$ cat src/rtl/das_sum_engine.sv
// Delay-and-sum engine: per output sample t, fetches one delayed sample per channel and writes the exact sum.
// Build macro DAS_AVG_EN: each sum is divided by CHANNELS (shift by log2); CHANNELS must then be a power of two.
module das_sum_engine #(
  parameter int CHANNELS  = 8,
  parameter int SAMPLES   = 768,
  parameter int DATA_W    = 32,
  parameter int ADDR_W    = 13,
  parameter int SIGNED_IN = 1,
  parameter int SUM_W     = DATA_W + $clog2(CHANNELS)
) (
  input  logic                                clk,
  input  logic                                reset,
  input  logic                                start,
  output logic                                busy,
  output logic                                done,
  output logic [$clog2(CHANNELS*SAMPLES)-1:0] delay_addr,
  output logic                                delay_en,
  input  logic [ADDR_W-1:0]                   delay_data,
  output logic [ADDR_W-1:0]                   samp_addr,
  output logic                                samp_en,
  input  logic [DATA_W-1:0]                   samp_data,
  output logic [$clog2(SAMPLES)-1:0]          sum_addr,
  output logic [SUM_W-1:0]                    sum_data,
  output logic                                sum_we
);

  localparam int N    = CHANNELS * SAMPLES;
  localparam int DA_W = $clog2(N);
  localparam int T_W  = $clog2(SAMPLES);
  localparam int C_W  = $clog2(CHANNELS);

  localparam logic [1:0] ST_IDLE  = 2'd0;
  localparam logic [1:0] ST_RUN   = 2'd1;
  localparam logic [1:0] ST_DRAIN = 2'd2;
  localparam logic [1:0] ST_DONE  = 2'd3;

  localparam logic [ADDR_W-1:0] MASK_ENTRY = {ADDR_W{1'b1}};
  localparam logic [C_W-1:0]    C_LAST     = C_W'(CHANNELS - 1);
  localparam logic [T_W-1:0]    T_LAST     = T_W'(SAMPLES - 1);
  localparam logic [DA_W-1:0]   T_STRIDE   = DA_W'(SAMPLES);

`ifdef DAS_AVG_EN
  if ((1 << C_W) != CHANNELS) begin : g_avg_requires_pow2
    $error("das_sum_engine: DAS_AVG_EN requires a power-of-two CHANNELS");
  end
`endif

  // Issue side (stage 1)
  logic [1:0]      state_q, state_d;
  logic            busy_q, busy_d;
  logic            done_q, done_d;
  logic            delay_en_q, delay_en_d;
  logic [DA_W-1:0] delay_addr_q, delay_addr_d;
  logic [C_W-1:0]  c_q, c_d;
  logic [T_W-1:0]  t_q, t_d;
  logic            row_end, last_issue;

  // Stage 2 / stage 3 tags travelling with each request
  logic            s2_vld_q, s2_vld_d;
  logic [C_W-1:0]  s2_c_q, s2_c_d;
  logic [T_W-1:0]  s2_t_q, s2_t_d;
  logic            s2_msk;
  logic            s3_vld_q, s3_vld_d;
  logic            s3_msk_q, s3_msk_d;
  logic [C_W-1:0]  s3_c_q, s3_c_d;
  logic [T_W-1:0]  s3_t_q, s3_t_d;

  // Accumulate and write-back
  logic [SUM_W-1:0] acc_q, acc_d;
  logic             sum_we_q, sum_we_d;
  logic [T_W-1:0]   sum_addr_q, sum_addr_d;
  logic [SUM_W-1:0] sum_data_q, sum_data_d;
  logic             ext_bit;
  logic [SUM_W-1:0] samp_ext, contrib, acc_sum, sum_out;

  always_comb begin
    state_d      = state_q;
    busy_d       = busy_q;
    done_d       = 1'b0;
    delay_en_d   = delay_en_q;
    delay_addr_d = delay_addr_q;
    c_d          = c_q;
    t_d          = t_q;
    row_end      = (c_q == C_LAST);
    last_issue   = row_end && (t_q == T_LAST);
    case (state_q)
      ST_IDLE: begin
        if (start) begin
          state_d      = ST_RUN;
          busy_d       = 1'b1;
          delay_en_d   = 1'b1;
          delay_addr_d = '0;
          c_d          = '0;
          t_d          = '0;
        end
      end
      ST_RUN: begin
        // Walk t-major (n = t*CHANNELS + c) while the table is laid out c*SAMPLES + t.
        if (last_issue) begin
          state_d      = ST_DRAIN;
          delay_en_d   = 1'b0;
          delay_addr_d = '0;
          c_d          = '0;
          t_d          = '0;
        end else if (row_end) begin
          c_d          = '0;
          t_d          = t_q + T_W'(1);
          delay_addr_d = DA_W'(t_q) + DA_W'(1);
        end else begin
          c_d          = c_q + C_W'(1);
          delay_addr_d = delay_addr_q + T_STRIDE;
        end
      end
      ST_DRAIN: begin
        if (sum_we_q && (sum_addr_q == T_LAST)) begin
          state_d = ST_DONE;
          busy_d  = 1'b0;
          done_d  = 1'b1;
        end
      end
      default: begin
        state_d = ST_IDLE;
      end
    endcase
  end

  // Stage 2: the delay entry is the sample address; an all-ones entry masks the channel.
  assign s2_msk    = (delay_data == MASK_ENTRY);
  assign samp_en   = s2_vld_q && !s2_msk;
  assign samp_addr = samp_en ? delay_data : '0;

  always_comb begin
    s2_vld_d = delay_en_q;
    s2_c_d   = c_q;
    s2_t_d   = t_q;
    s3_vld_d = s2_vld_q;
    s3_msk_d = s2_msk;
    s3_c_d   = s2_c_q;
    s3_t_d   = s2_t_q;
  end

  always_comb begin
    ext_bit  = (SIGNED_IN != 0) && samp_data[DATA_W-1];
    samp_ext = {{(SUM_W-DATA_W){ext_bit}}, samp_data};
    contrib  = s3_msk_q ? '0 : samp_ext;
    acc_sum  = (s3_c_q == '0) ? contrib : acc_q + contrib;
`ifdef DAS_AVG_EN
    if (SIGNED_IN != 0) sum_out = $unsigned($signed(acc_sum) >>> C_W);
    else                sum_out = acc_sum >> C_W;
`else
    sum_out  = acc_sum;
`endif
    acc_d      = s3_vld_q ? acc_sum : acc_q;
    sum_we_d   = s3_vld_q && (s3_c_q == C_LAST);
    sum_addr_d = sum_we_d ? s3_t_q : sum_addr_q;
    sum_data_d = sum_we_d ? sum_out : sum_data_q;
  end

  always_ff @(posedge clk) begin
    if (!reset) begin
      state_q      <= ST_IDLE;
      busy_q       <= 1'b0;
      done_q       <= 1'b0;
      delay_en_q   <= 1'b0;
      delay_addr_q <= '0;
      c_q          <= '0;
      t_q          <= '0;
      s2_vld_q     <= 1'b0;
      s2_c_q       <= '0;
      s2_t_q       <= '0;
      s3_vld_q     <= 1'b0;
      s3_msk_q     <= 1'b0;
      s3_c_q       <= '0;
      s3_t_q       <= '0;
      acc_q        <= '0;
      sum_we_q     <= 1'b0;
      sum_addr_q   <= '0;
      sum_data_q   <= '0;
    end else begin
      state_q      <= state_d;
      busy_q       <= busy_d;
      done_q       <= done_d;
      delay_en_q   <= delay_en_d;
      delay_addr_q <= delay_addr_d;
      c_q          <= c_d;
      t_q          <= t_d;
      s2_vld_q     <= s2_vld_d;
      s2_c_q       <= s2_c_d;
      s2_t_q       <= s2_t_d;
      s3_vld_q     <= s3_vld_d;
      s3_msk_q     <= s3_msk_d;
      s3_c_q       <= s3_c_d;
      s3_t_q       <= s3_t_d;
      acc_q        <= acc_d;
      sum_we_q     <= sum_we_d;
      sum_addr_q   <= sum_addr_d;
      sum_data_q   <= sum_data_d;
    end
  end

  assign busy       = busy_q;
  assign done       = done_q;
  assign delay_en   = delay_en_q;
  assign delay_addr = delay_addr_q;
  assign sum_we     = sum_we_q;
  assign sum_addr   = sum_addr_q;
  assign sum_data   = sum_data_q;

endmodule

$ cat config.mk
export PLATFORM = sky130hd
export DESIGN_NAME = das_sum_engine
export DESIGN_NICKNAME = d
export VERILOG_FILES = /design/src/rtl/das_sum_engine.sv
export SDC_FILE = /design/constraint.sdc
export NUM_CORES = 1
export LEC_CHECK = 0
export CORE_MARGIN = 4
export CORE_UTILIZATION = 45
export DETAILED_ROUTE_END_ITERATION = 8
export GPL_TIMING_DRIVEN = 1
export PLACE_DENSITY = 0.69
export SETUP_SLACK_MARGIN = 0.02
export SKIP_CTS_REPAIR_TIMING = 1
export SLEW_MARGIN = 40
export SYNTH_ARGS = -nofsm -noshare
export SYNTH_HDL_FRONTEND = slang
export SYNTH_SLANG_ARGS = --single-unit
$ cat constraint.sdc
create_clock -name clk -period 3.9 [get_ports clk]
set_clock_uncertainty 0.05 [all_clocks]
set_input_delay 0.975 -clock clk [delete_from_list [all_inputs] [get_ports clk]]
set_output_delay 0.975 -clock clk [all_outputs]
set_load 0.05 [all_outputs]
==> results of run 1 <==
-- worst max-delay path, cell delays in order --
cell and delay (ns):
clkdlybuf4s50_1 0.46, nor2b_1 0.19, ha_1 0.21, inv_1 0.06, fa_1 0.38, and2b_1 0.23
o2111ai_1 0.18, a21oi_2 0.21, nor2_1 0.12, nor4_2 0.32, nor3_1 0.10, xnor2_1 0.16
mux2i_1 0.11, a211oi_1 0.27
-- path summary, 6_finish.rpt --
path	endpoint	startpoint	cells past startpoint	slack, ns
hold / removal	s3_t_q[5]$_SDFF_PN0_	s2_t_q[5]$_SDFF_PN0_	1	0.38
setup / recovery	acc_q[26]$_SDFFE_PN0P_	samp_data[0]	14	0.22
hold reg to reg	s3_t_q[5]$_SDFF_PN0_	s2_t_q[5]$_SDFF_PN0_	1	0.38
setup reg to reg	acc_q[26]$_SDFFE_PN0P_	s3_msk_q$_SDFF_PN0_	14	0.72
-- area by class of cell --
type / instances / area share
multi-input cells: 710 / 0.451
clock inverters: 13 / 0.0153
flip-flops and latches: 141 / 0.285
clock buffers: 19 / 0.0447
well taps: 216 / 0.0273
inverters: 14 / 0.00531
repair buffers: 188 / 0.171
-- cells in the mapped netlist (6+ instances only) --
library cell,count,area share
clkbuf_1,45,0.022
nor3_1,10,0.0067
ha_1,41,0.068
nand4_1,11,0.0092
inv_1,12,0.0060
o21ai_0,74,0.049
dfxtp_1,141,0.38
nand2_1,88,0.044
nor2b_1,41,0.034
a21oi_1,79,0.053
o21bai_1,7,0.0070
xor2_1,12,0.014
a31oi_1,7,0.0058
and2_1,44,0.037
o21ai_1,13,0.0087
a21o_1,18,0.018
o21a_1,8,0.0080
a211oi_1,39,0.039
xnor2_1,26,0.030
nand2b_1,6,0.0050
nand3_1,19,0.013
and3_1,10,0.0083
nor2_1,80,0.040
mux2i_1,12,0.016
-- through the flow --
stage	instance area [um2]	setup slack, ns	hold slack [ns]
6_report	9900	0.215	0.381
5_1_grt	9900	-0.0431	0.398
4_1_cts	9860	0.178	0.385
3_5_place_dp	9270	-0.251	0.370
3_3_place_gp	9250	-0.148	0.363
2_1_floorplan	7510	0.477	0.362
-- logic make-up (layout without fill, tap and decap cells) --
logic type / count (synthesis) / count (layout) / synth area share
AOI/OAI and AO/OA: 279 / 279 / 0.229
xor gates and xnor gates: 38 / 38 / 0.0443
adders and majority gates: 42 / 42 / 0.0709
buffers and inverters: 68 / 234 / 0.0356
DFF: 141 / 141 / 0.376
muxes: 12 / 12 / 0.0160
and+or+nand+nor: 339 / 339 / 0.229
-- power by group through the flow --
| stage | clock, mW | combinational, mW | sequential [mW] |
|---|---|---|---|
| after floorplan | 0 | 0.782 | 1.64 |
| after global placement | 0 | 1.19 | 1.60 |
| after detailed placement | 0 | 1.20 | 1.60 |
| after CTS | 1.67 | 1.21 | 1.57 |
| after global routing | 1.73 | 1.35 | 1.58 |
| final | 1.64 | 1.23 | 1.57 |
-- registers in the layout, indices dropped and copies added (netlist names) --
| signal | cells |
|---|---|
| acc_q | 35 |
| sum_data | 35 |
| delay_addr | 13 |
| s2_t_d | 10 |
| s2_t_q | 10 |
| s3_t_q | 10 |
| sum_addr | 10 |
| c_q | 3 |
| s2_c_q | 3 |
| s3_c_q | 3 |
| state_q | 2 |
| busy | 1 |
| delay_en | 1 |
| done | 1 |
| s2_vld_q | 1 |
| s3_msk_q | 1 |
| s3_vld_q | 1 |
| sum_we | 1 |
-- metal layers --
layer / vias up / share of wire
met2: 175 / 0.44
met1: 3214 / 0.47
met3: 37 / 0.056
met4: 0 / 0.025
li1: 3575 / -
met5: - / 0
==> metrics.md, run 1 <==
| Metric | Value |
|---|---|
| CTS root buffer | `clkbuf_16` |
| Pwr Total | `4.43 mW` |
| Worst endpoint required time | `4.18 ns` |
| FP Rows | `46` |
| GR Util met3 | `0.0508` |
| Sequential share of power | `0.353` |
| Number of antenna violations at the first check in global routing | `0` |
| Nets | `1162` |
| First-pass GRT wire length | `32300 um` |
| Final Hold Viols | `0` |
| Vias in the first global route | `6614` |
| Via count | `7001` |
| Syn Inst Count | `919` |
| Worst-skew pair later-pin latency | `0.42 ns` |
| Status | `finished, final reports clean` |
| Fin crit period | `3.68 ns` |
| Total clock sinks | `141` |
| Dominant synthesized flop cell | `dfxtp_1` |
| Die height | `137 um` |
| Final HPWL DP | `14500 um` |
| Gpl congestion | `0.899` |
| Post-synth EDFFs | `0` |
| GR Util met2 | `0.336` |
| Max_cap viols | `0` |
| Initial Utilization | `0.466` |
| Syn Area/Cell | `8.18 um2` |
| Most Used Layer, Global Route | `met2` |
| Commonest non-fill, non-tap cells in the layout | `dfxtp_1, clkdlybuf4s50_1, nand2_1` |
| GR Layer Usage met1 | `0.288` |
| Worst setup SP type | `primary input` |
| CTS Buffer Depth | `2` |
| Syn nets | `1009` |
| Synth cell types | `68` |
| Hold WC Path Type | `reg -> reg` |
| Final WL | `20000 um` |
| Max-slew headroom | `0.440` |
| Leakage | `3.96 nW` |
| Port Buf Inserts | `123` |
| Die ar. | `18800 um2` |
| Crit path arrival time | `3.96 ns` |
| Die Wd | `137 um` |
| Sw Share | `0.326` |
| RSZ-0062 raised after global routing | `yes` |
| Setup TNS | `0 ns` |
| Maximum vdd drop | `337 uV` |
| IO Count | `124` |
| CTS tree | `done` |
| DP Cell Count | `1269` |
| DR iter-0 viols | `420` |
| Final setup viols | `0` |
| Power Internal | `2.99 mW` |
| Final Slew Violations | `0` |
| Psw | `1.44 mW` |
| Final cell count without fillers | `1301` |
| Area of the multi-input gates | `4470 um2` |
| Final Cycle Share | `0.945` |
| Layout cells sized above 1 | `0.128` |
| Max frequency | `271 MHz` |
| CTS Buf Count | `17` |
| Largest net degree at the start of global routing | `63` |
| Remaining DRCs | `0` |
| Clock power share | `0.370` |
| Most common cell after layout, fill and taps aside | `dfxtp_1` |
| Worst-path maximum fanout | `4` |
| # diodes | `0` |
| Fillers | `1453` |
| Mapped cell area | `7510 um2` |
| Kind of critical path | `in -> reg` |
| Sequential fraction of the synthesis area | `0.376` |
| Core area | `16100 um2` |
| Area grow syn2layout | `31.8%` |
| Final global-route overflow total | `0` |
| Register area | `2820 um2` |
| Comb pwr share | `0.276` |
| Power per standard cell area | `448 nW/um2` |
| Slew @ Worst Pin | `0.840 ns` |
| Average wire per standard cell | `15.4 um` |
| Vias per inst | `5.38` |
| Post-layout util | `0.615` |
| Async SR Flop Fraction | `0` |
| Router iterations before antenna repair | `5` |
| Final ANT Viol Nets | `0` |
| H-tree levels | `4` |
| GRT Total Usage | `0.214` |
| Yosys Warn Count | `0` |
| Reg clk slew, reported paths | `0.06 ns` |
| CP Capture Type | `flip-flop` |
| Yosys reg bits | `141` |
Note: power is estimated with default switching activity, not from simulation.
==> inputs of run 2 (changes only) <==
Settings changed: CAP_MARGIN set to 30.
Clock period 3.9 ns to 4.3 ns, I/O delays scaled along.
==> run 2 against run 1 <==
Net effect: total power is 8.7% lower; critical path type unchanged; critical path depth unchanged; count of clock-buffer cells in the layout is 2 higher; register-to-register slack improved by 0.17 ns; setup slack improved by 0.27 ns; cell count is 3.6% lower.
==> metrics.md, run 2 (same netlist as run 1, synthesis figures left out) <==
| Metric | Value |
|---|---|
| Max-slew headroom | `0.458 (+0.0177)` |
| Die Wd | `137 um (unchanged)` |
| Final setup viols | `0 (unchanged)` |
| Sequential share of power | `0.351 (-0.002)` |
| Fin crit period | `3.81 ns` |
| Worst setup path startpoint | `samp_data[0]` |
| Psw | `1.27 mW (-12%)` |
| Final global-route overflow total | `0 (unchanged)` |
| Layout cells sized above 1 | `0.0809 (-0.0472)` |
| Commonest non-fill, non-tap cells in the layout | `dfxtp_1, clkdlybuf4s50_1, nand2_1` |
| GR Util met3 | `0.0533 (+0.00256)` |
| Vias per inst | `5.43 (+0.93%)` |
| Router iterations before antenna repair | `4 (-1)` |
| Status | `finished, final reports clean` |
| Nets | `1115 (-4.0%)` |
| Hold path depth | `1 (unchanged)` |
| Kind of critical path | `in -> reg` |
| Setup WS post-layout | `0.486 ns (+0.271 ns)` |
| Max frequency | `262 MHz` |
| Vias in the first global route | `6392 (-3.4%)` |
| Setup TNS | `0 ns (unchanged)` |
| # diodes | `0 (unchanged)` |
| Die height | `137 um (unchanged)` |
| Post-layout util | `0.592 (-0.0222)` |
| Worst r2r src | `s3_msk_q$_SDFF_PN0_` |
| Largest net degree at the start of global routing | `63 (unchanged)` |
| Final HPWL DP | `14000 um (-3.4%)` |
| Worst-skew pair later-pin latency | `0.42 ns (about the same)` |
| Worst-path maximum fanout | `3 (-1)` |
| IO Count | `124 (unchanged)` |
| Crit path arrival time | `4.07 ns (+0.11 ns)` |
| GR Layer Usage met1 | `0.284 (-0.00329)` |
| Final ANT Viol Nets | `0 (unchanged)` |
| Most common cell after layout, fill and taps aside | `dfxtp_1` |
| Most Used Layer, Global Route | `met2` |
| Gpl congestion | `0.894 (-0.51%)` |
| Core area | `16100 um2 (unchanged)` |
| DP Worst Slack | `0.0993 ns (+0.351 ns)` |
| Final cell count without fillers | `1254 (-3.6%)` |
| Comb pwr share | `0.255 (-0.021)` |
| CTS Buffer Depth | `2 (unchanged)` |
| DP Cell Count | `1222 (-3.7%)` |
| Power per standard cell area | `424 nW/um2 (-5.2%)` |
| Die ar. | `18800 um2 (unchanged)` |
| CTS Buf Count | `17 (unchanged)` |
| RSZ-0062 raised after global routing | `no` |
| Worst R2R Setup Slack | `0.89 ns (+0.17 ns)` |
| Average wire per standard cell | `15.4 um (+0.36%)` |
| DR iter-0 viols | `552 (+31%)` |
| CTS tree | `done` |
| Via count | `6811 (-2.7%)` |
| CP Capture Type | `flip-flop` |
| Final Cycle Share | `0.887` |
| Port Buf Inserts | `123 (unchanged)` |
| Area grow syn2layout | `27.0%` |
| Final Slew Violations | `0 (unchanged)` |
| First-pass GRT wire length | `31400 um (-2.7%)` |
| Initial Utilization | `0.466 (unchanged)` |
| CTS root buffer | `clkbuf_16` |
| Number of antenna violations at the first check in global routing | `0 (unchanged)` |
| Clock power share | `0.394 (+0.024)` |
| Sw Share | `0.313 (-0.0125)` |
| Total clock sinks | `141 (unchanged)` |
| Slew @ Worst Pin | `0.813 ns (-0.0266 ns)` |
| Hold Path End | `s3_c_q[1]$_SDFF_PN0_` |
| Maximum vdd drop | `380 uV (+13%)` |
| Hold Startpoint | `s2_c_q[1]$_SDFF_PN0_` |
| GRT Total Usage | `0.208 (-0.00553)` |
| Final Hold Viols | `0 (unchanged)` |
| Worst endpoint required time | `4.55 ns (+0.37 ns)` |
| Final WL | `19400 um (-3.3%)` |
| Reg-to-reg critical path endpoint | `acc_q[20]$_SDFFE_PN0P_` |
| H-tree levels | `4 (unchanged)` |
| Remaining DRCs | `0 (unchanged)` |
| Worst setup SP type | `primary input` |
| FP Rows | `46 (unchanged)` |
| Hold WC Path Type | `reg -> reg` |
| GR Util met2 | `0.321 (-0.0150)` |
| Worst R2R Path Depth | `14 (unchanged)` |
| Reg clk slew, reported paths | `0.06 ns (about the same)` |
| Leakage | `3.74 nW (-5.4%)` |
| Power Internal | `2.78 mW (-7.0%)` |
| Max_cap viols | `0 (unchanged)` |
-- run 2: changes by cell type in the layout (fill, tap and decap cells not counted), moves of 2 or more --
cell | previous run | this run
buf_4 | 78 | 32
inv_6 | 5 | 3
bufinv_16 | 2 | 4
a21oi_1 | 77 | 79
clkinv_4 | 1 | 3
clkinvlp_4 | 3 | 1
a21oi_2 | 2 | 0
-- run 2: worst max path at each step --
stage | endpoint | slack [ns] | cells past startpoint
after floorplan | samp_addr[10] | 0.68 | 5
after global placement | sum_data[34]$_SDFFE_PN0P_ | 0.14 | 12
after detailed placement | acc_q[34]$_SDFFE_PN0P_ | 0.1 | 12
after CTS | acc_q[34]$_SDFFE_PN0P_ | 0.51 | 12
after global routing | sum_data[20]$_SDFFE_PN0P_ | 0.23 | 15
final | acc_q[32]$_SDFFE_PN0P_ | 0.49 | 14
-- run 2: layout make-up --
class                           count  area [um2]
Clock buffer                       21         460
Clock inverter                     11         180
Fill cell                        1490        6570
Inverter                           14        52.6
Multi-Input combinational cell    710        4430
Sequential cell                   141        2830
Tap cell                          216         270
Timing Repair Buffer              141        1330
-- run 2: critical path, cell delays in order --
cell             delay, ns
clkdlybuf4s50_1       0.45
nor2b_1               0.17
ha_1                  0.19
inv_1                 0.06
fa_1                  0.38
and2b_1               0.24
o2111ai_1             0.14
nand2_1               0.16
a21oi_1               0.12
o21ai_1               0.23
a31oi_1               0.19
o311ai_1              0.36
xnor2_1               0.19
o21ai_0               0.10
-- run 2: per-layer routing --
metal / up-vias / share of wire
li1: 3480 / -
met1: 3096 / 0.47
met2: 200 / 0.44
met3: 35 / 0.066
met4: 0 / 0.021
met5: - / 0
-- run 2: metrics by stage --
step / total power, mW / hold WS (ns) / cell area [um2]
after floorplan: 2.19 / 0.362 / 7510
after global placement: 2.46 / 0.363 / 8900
after detailed placement: 2.47 / 0.369 / 8900
after CTS: 4.07 / 0.383 / 9550
after global routing: 4.24 / 0.391 / 9550
final: 4.05 / 0.382 / 9550
-- run 2: power groups by stage --
stage / registers [mW] / logic, mW / clock network [mW]
finish: 1.42 / 1.03 / 1.59
global route: 1.43 / 1.14 / 1.67
CTS: 1.42 / 1.03 / 1.61
detailed placement: 1.45 / 1.02 / 0
global placement: 1.45 / 1.01 / 0
floorplan: 1.48 / 0.709 / 0
==> inputs of run 3 (changes only) <==
Settings changed: PLACE_DENSITY 0.69 to 0.74.
==> run 3 against run 2 <==
Net effect: wire length is 3.4% higher; core utilization shrank 0.14 points; count of clock-buffer cells in the layout shrank 2; non-clock buffer count grew 2; clock power down 5%; sequential cell count did not move; hold slack got worse by 0.0013 ns; total power fell by 2.2%; combinational power about the same; sequential power about the same.
==> metrics.md, run 3 (same netlist as run 1, synthesis figures left out) <==
| Metric | Value |
|---|---|
| Status | `finished, final reports clean` |
| Setup TNS | `0 ns (unchanged)` |
| Maximum vdd drop | `386 uV (+1.6%)` |
| RSZ-0062 raised after global routing | `no` |
| Final cell count without fillers | `1256 (+0.16%)` |
| Max_cap viols | `0 (unchanged)` |
| Remaining DRCs | `0 (unchanged)` |
| Post-layout util | `0.591 (-0.00140)` |
| Average wire per standard cell | `15.9 um (+3.3%)` |
| IO Count | `124 (unchanged)` |
| Total clock sinks | `141 (unchanged)` |
| Leakage | `3.74 nW (-0.20%)` |
| Worst setup SP type | `primary input` |
| Port Buf Inserts | `123 (unchanged)` |
| Final global-route overflow total | `0 (unchanged)` |
| Layout cells sized above 1 | `0.0837 (+0.00273)` |
| Worst hold slack | `0.381 ns (-0.00131 ns)` |
| Vias in the first global route | `6590 (+3.1%)` |
| DR iter-0 viols | `469 (-15%)` |
| # diodes | `0 (unchanged)` |
| Final HPWL DP | `14300 um (+2.4%)` |
| DP Worst Slack | `0.0223 ns (-0.0769 ns)` |
| CTS tree | `done` |
| Final WL | `20000 um (+3.4%)` |
| Fin crit period | `3.91 ns (+0.0958 ns)` |
| Worst endpoint required time | `4.55 ns (about the same)` |
| Initial Utilization | `0.466 (unchanged)` |
| First-pass GRT wire length | `32400 um (+3.0%)` |
| Worst-skew pair later-pin latency | `0.43 ns (about the same)` |
| Via count | `6870 (+0.87%)` |
| DP Cell Count | `1224 (+0.16%)` |
| Setup WS post-layout | `0.390 ns (-0.0958 ns)` |
| CTS Buf Count | `17 (unchanged)` |
| Fin area | `9520 um2 (-0.24%)` |
| Die height | `137 um (unchanged)` |
| Vias per inst | `5.47 (+0.71%)` |
| Commonest non-fill, non-tap cells in the layout | `dfxtp_1, clkdlybuf4s50_1, nand2_1` |
| Final Cycle Share | `0.909 (+0.0223)` |
| Most common cell after layout, fill and taps aside | `dfxtp_1` |
| Final Slew Violations | `0 (unchanged)` |
| Max-slew headroom | `0.493 (+0.0354)` |
| CP Capture Type | `flip-flop` |
| Area grow syn2layout | `26.7%` |
| Power per standard cell area | `416 nW/um2 (-1.9%)` |
| Number of antenna violations at the first check in global routing | `0 (unchanged)` |
| Hold WC Path Type | `reg -> reg` |
| Max frequency | `256 MHz (-2.4%)` |
| Nets | `1117 (+0.18%)` |
| Slew @ Worst Pin | `0.756 ns (-0.0573 ns)` |
| Final setup viols | `0 (unchanged)` |
| Reg clk slew, reported paths | `0.06 ns (about the same)` |
| Router iterations before antenna repair | `5 (+1)` |
| Crit path arrival time | `4.16 ns (+0.09 ns)` |
| GRT Total Usage | `0.214 (+0.00542)` |
| Gpl congestion | `0.891 (-0.42%)` |
| FP Rows | `46 (unchanged)` |
| Pwr Total | `3.96 mW (-2.2%)` |
| Core area | `16100 um2 (unchanged)` |
| Final ANT Viol Nets | `0 (unchanged)` |
| Final Hold Viols | `0 (unchanged)` |
| CTS root buffer | `clkbuf_16` |
| CTS Buffer Depth | `2 (unchanged)` |
| Die ar. | `18800 um2 (unchanged)` |
| H-tree levels | `4 (unchanged)` |
| Worst-path maximum fanout | `3 (unchanged)` |
| Kind of critical path | `in -> reg` |
| Largest net degree at the start of global routing | `63 (unchanged)` |
| Die Wd | `137 um (unchanged)` |
| Cell area after placement | `8920 um2 (+0.17%)` |
-- run 3: cell count changes in the layout (fill, tap and decap cells not counted) --
cell,delta
inv_6,+4
buf_4,+2
bufinv_16,-2
clkbuf_1,-2
clkinv_4,-2
and4_2,-1
and4_4,+1
clkinv_2,+1
clkinvlp_4,+1
dfxtp_1,+1
dfxtp_2,-1
-- run 3: critical path, stage by stage --
cell and delay [ns]:
clkdlybuf4s50_1 0.45, nor2b_1 0.17, ha_1 0.21, inv_1 0.06, fa_1 0.37, and2b_1 0.24, o2111ai_1 0.17, nand2_1 0.13
a21oi_1 0.09, o21ai_1 0.32, a31oi_1 0.23, o311ai_1 0.35, xnor2_1 0.19, o21ai_0 0.11
-- run 3: final timing paths --
path	cells past startpoint	endpoint	slack, ns	startpoint
hold reg to reg	1	s3_t_q[8]$_SDFF_PN0_	0.38	s2_t_q[8]$_SDFF_PN0_
hold / removal	1	s3_t_q[8]$_SDFF_PN0_	0.38	s2_t_q[8]$_SDFF_PN0_
setup / recovery	14	acc_q[32]$_SDFFE_PN0P_	0.39	samp_data[0]
setup reg to reg	14	acc_q[32]$_SDFFE_PN0P_	0.89	s3_msk_q$_SDFF_PN0_
-- run 3: final cells by class --
type | instances | area (um2)
Inverter | 14 | 52.6
Multi-Input combinational cell | 710 | 4430
Tap cell | 216 | 270
Fill cell | 1505 | 6590
Sequential cell | 141 | 2820
Clock buffer | 19 | 453
Clock inverter | 13 | 150
Timing Repair Buffer | 143 | 1340
-- run 3: where the power goes --
| part | total, mW | internal, mW | switching (mW) |
|---|---|---|---|
| logic | 1.03 | 0.401 | 0.631 |
| clock network | 1.51 | 0.898 | 0.611 |
| registers | 1.42 | 1.37 | 0.0483 |
-- run 3: routing by layer --
layer,up-vias,wire length [um],global-route usage
met3,27,1020,0.0478
met5,-,0,0
li1,3474,-,-
met1,3191,9380,0.277
met2,178,9230,0.352
met4,0,393,0.0726
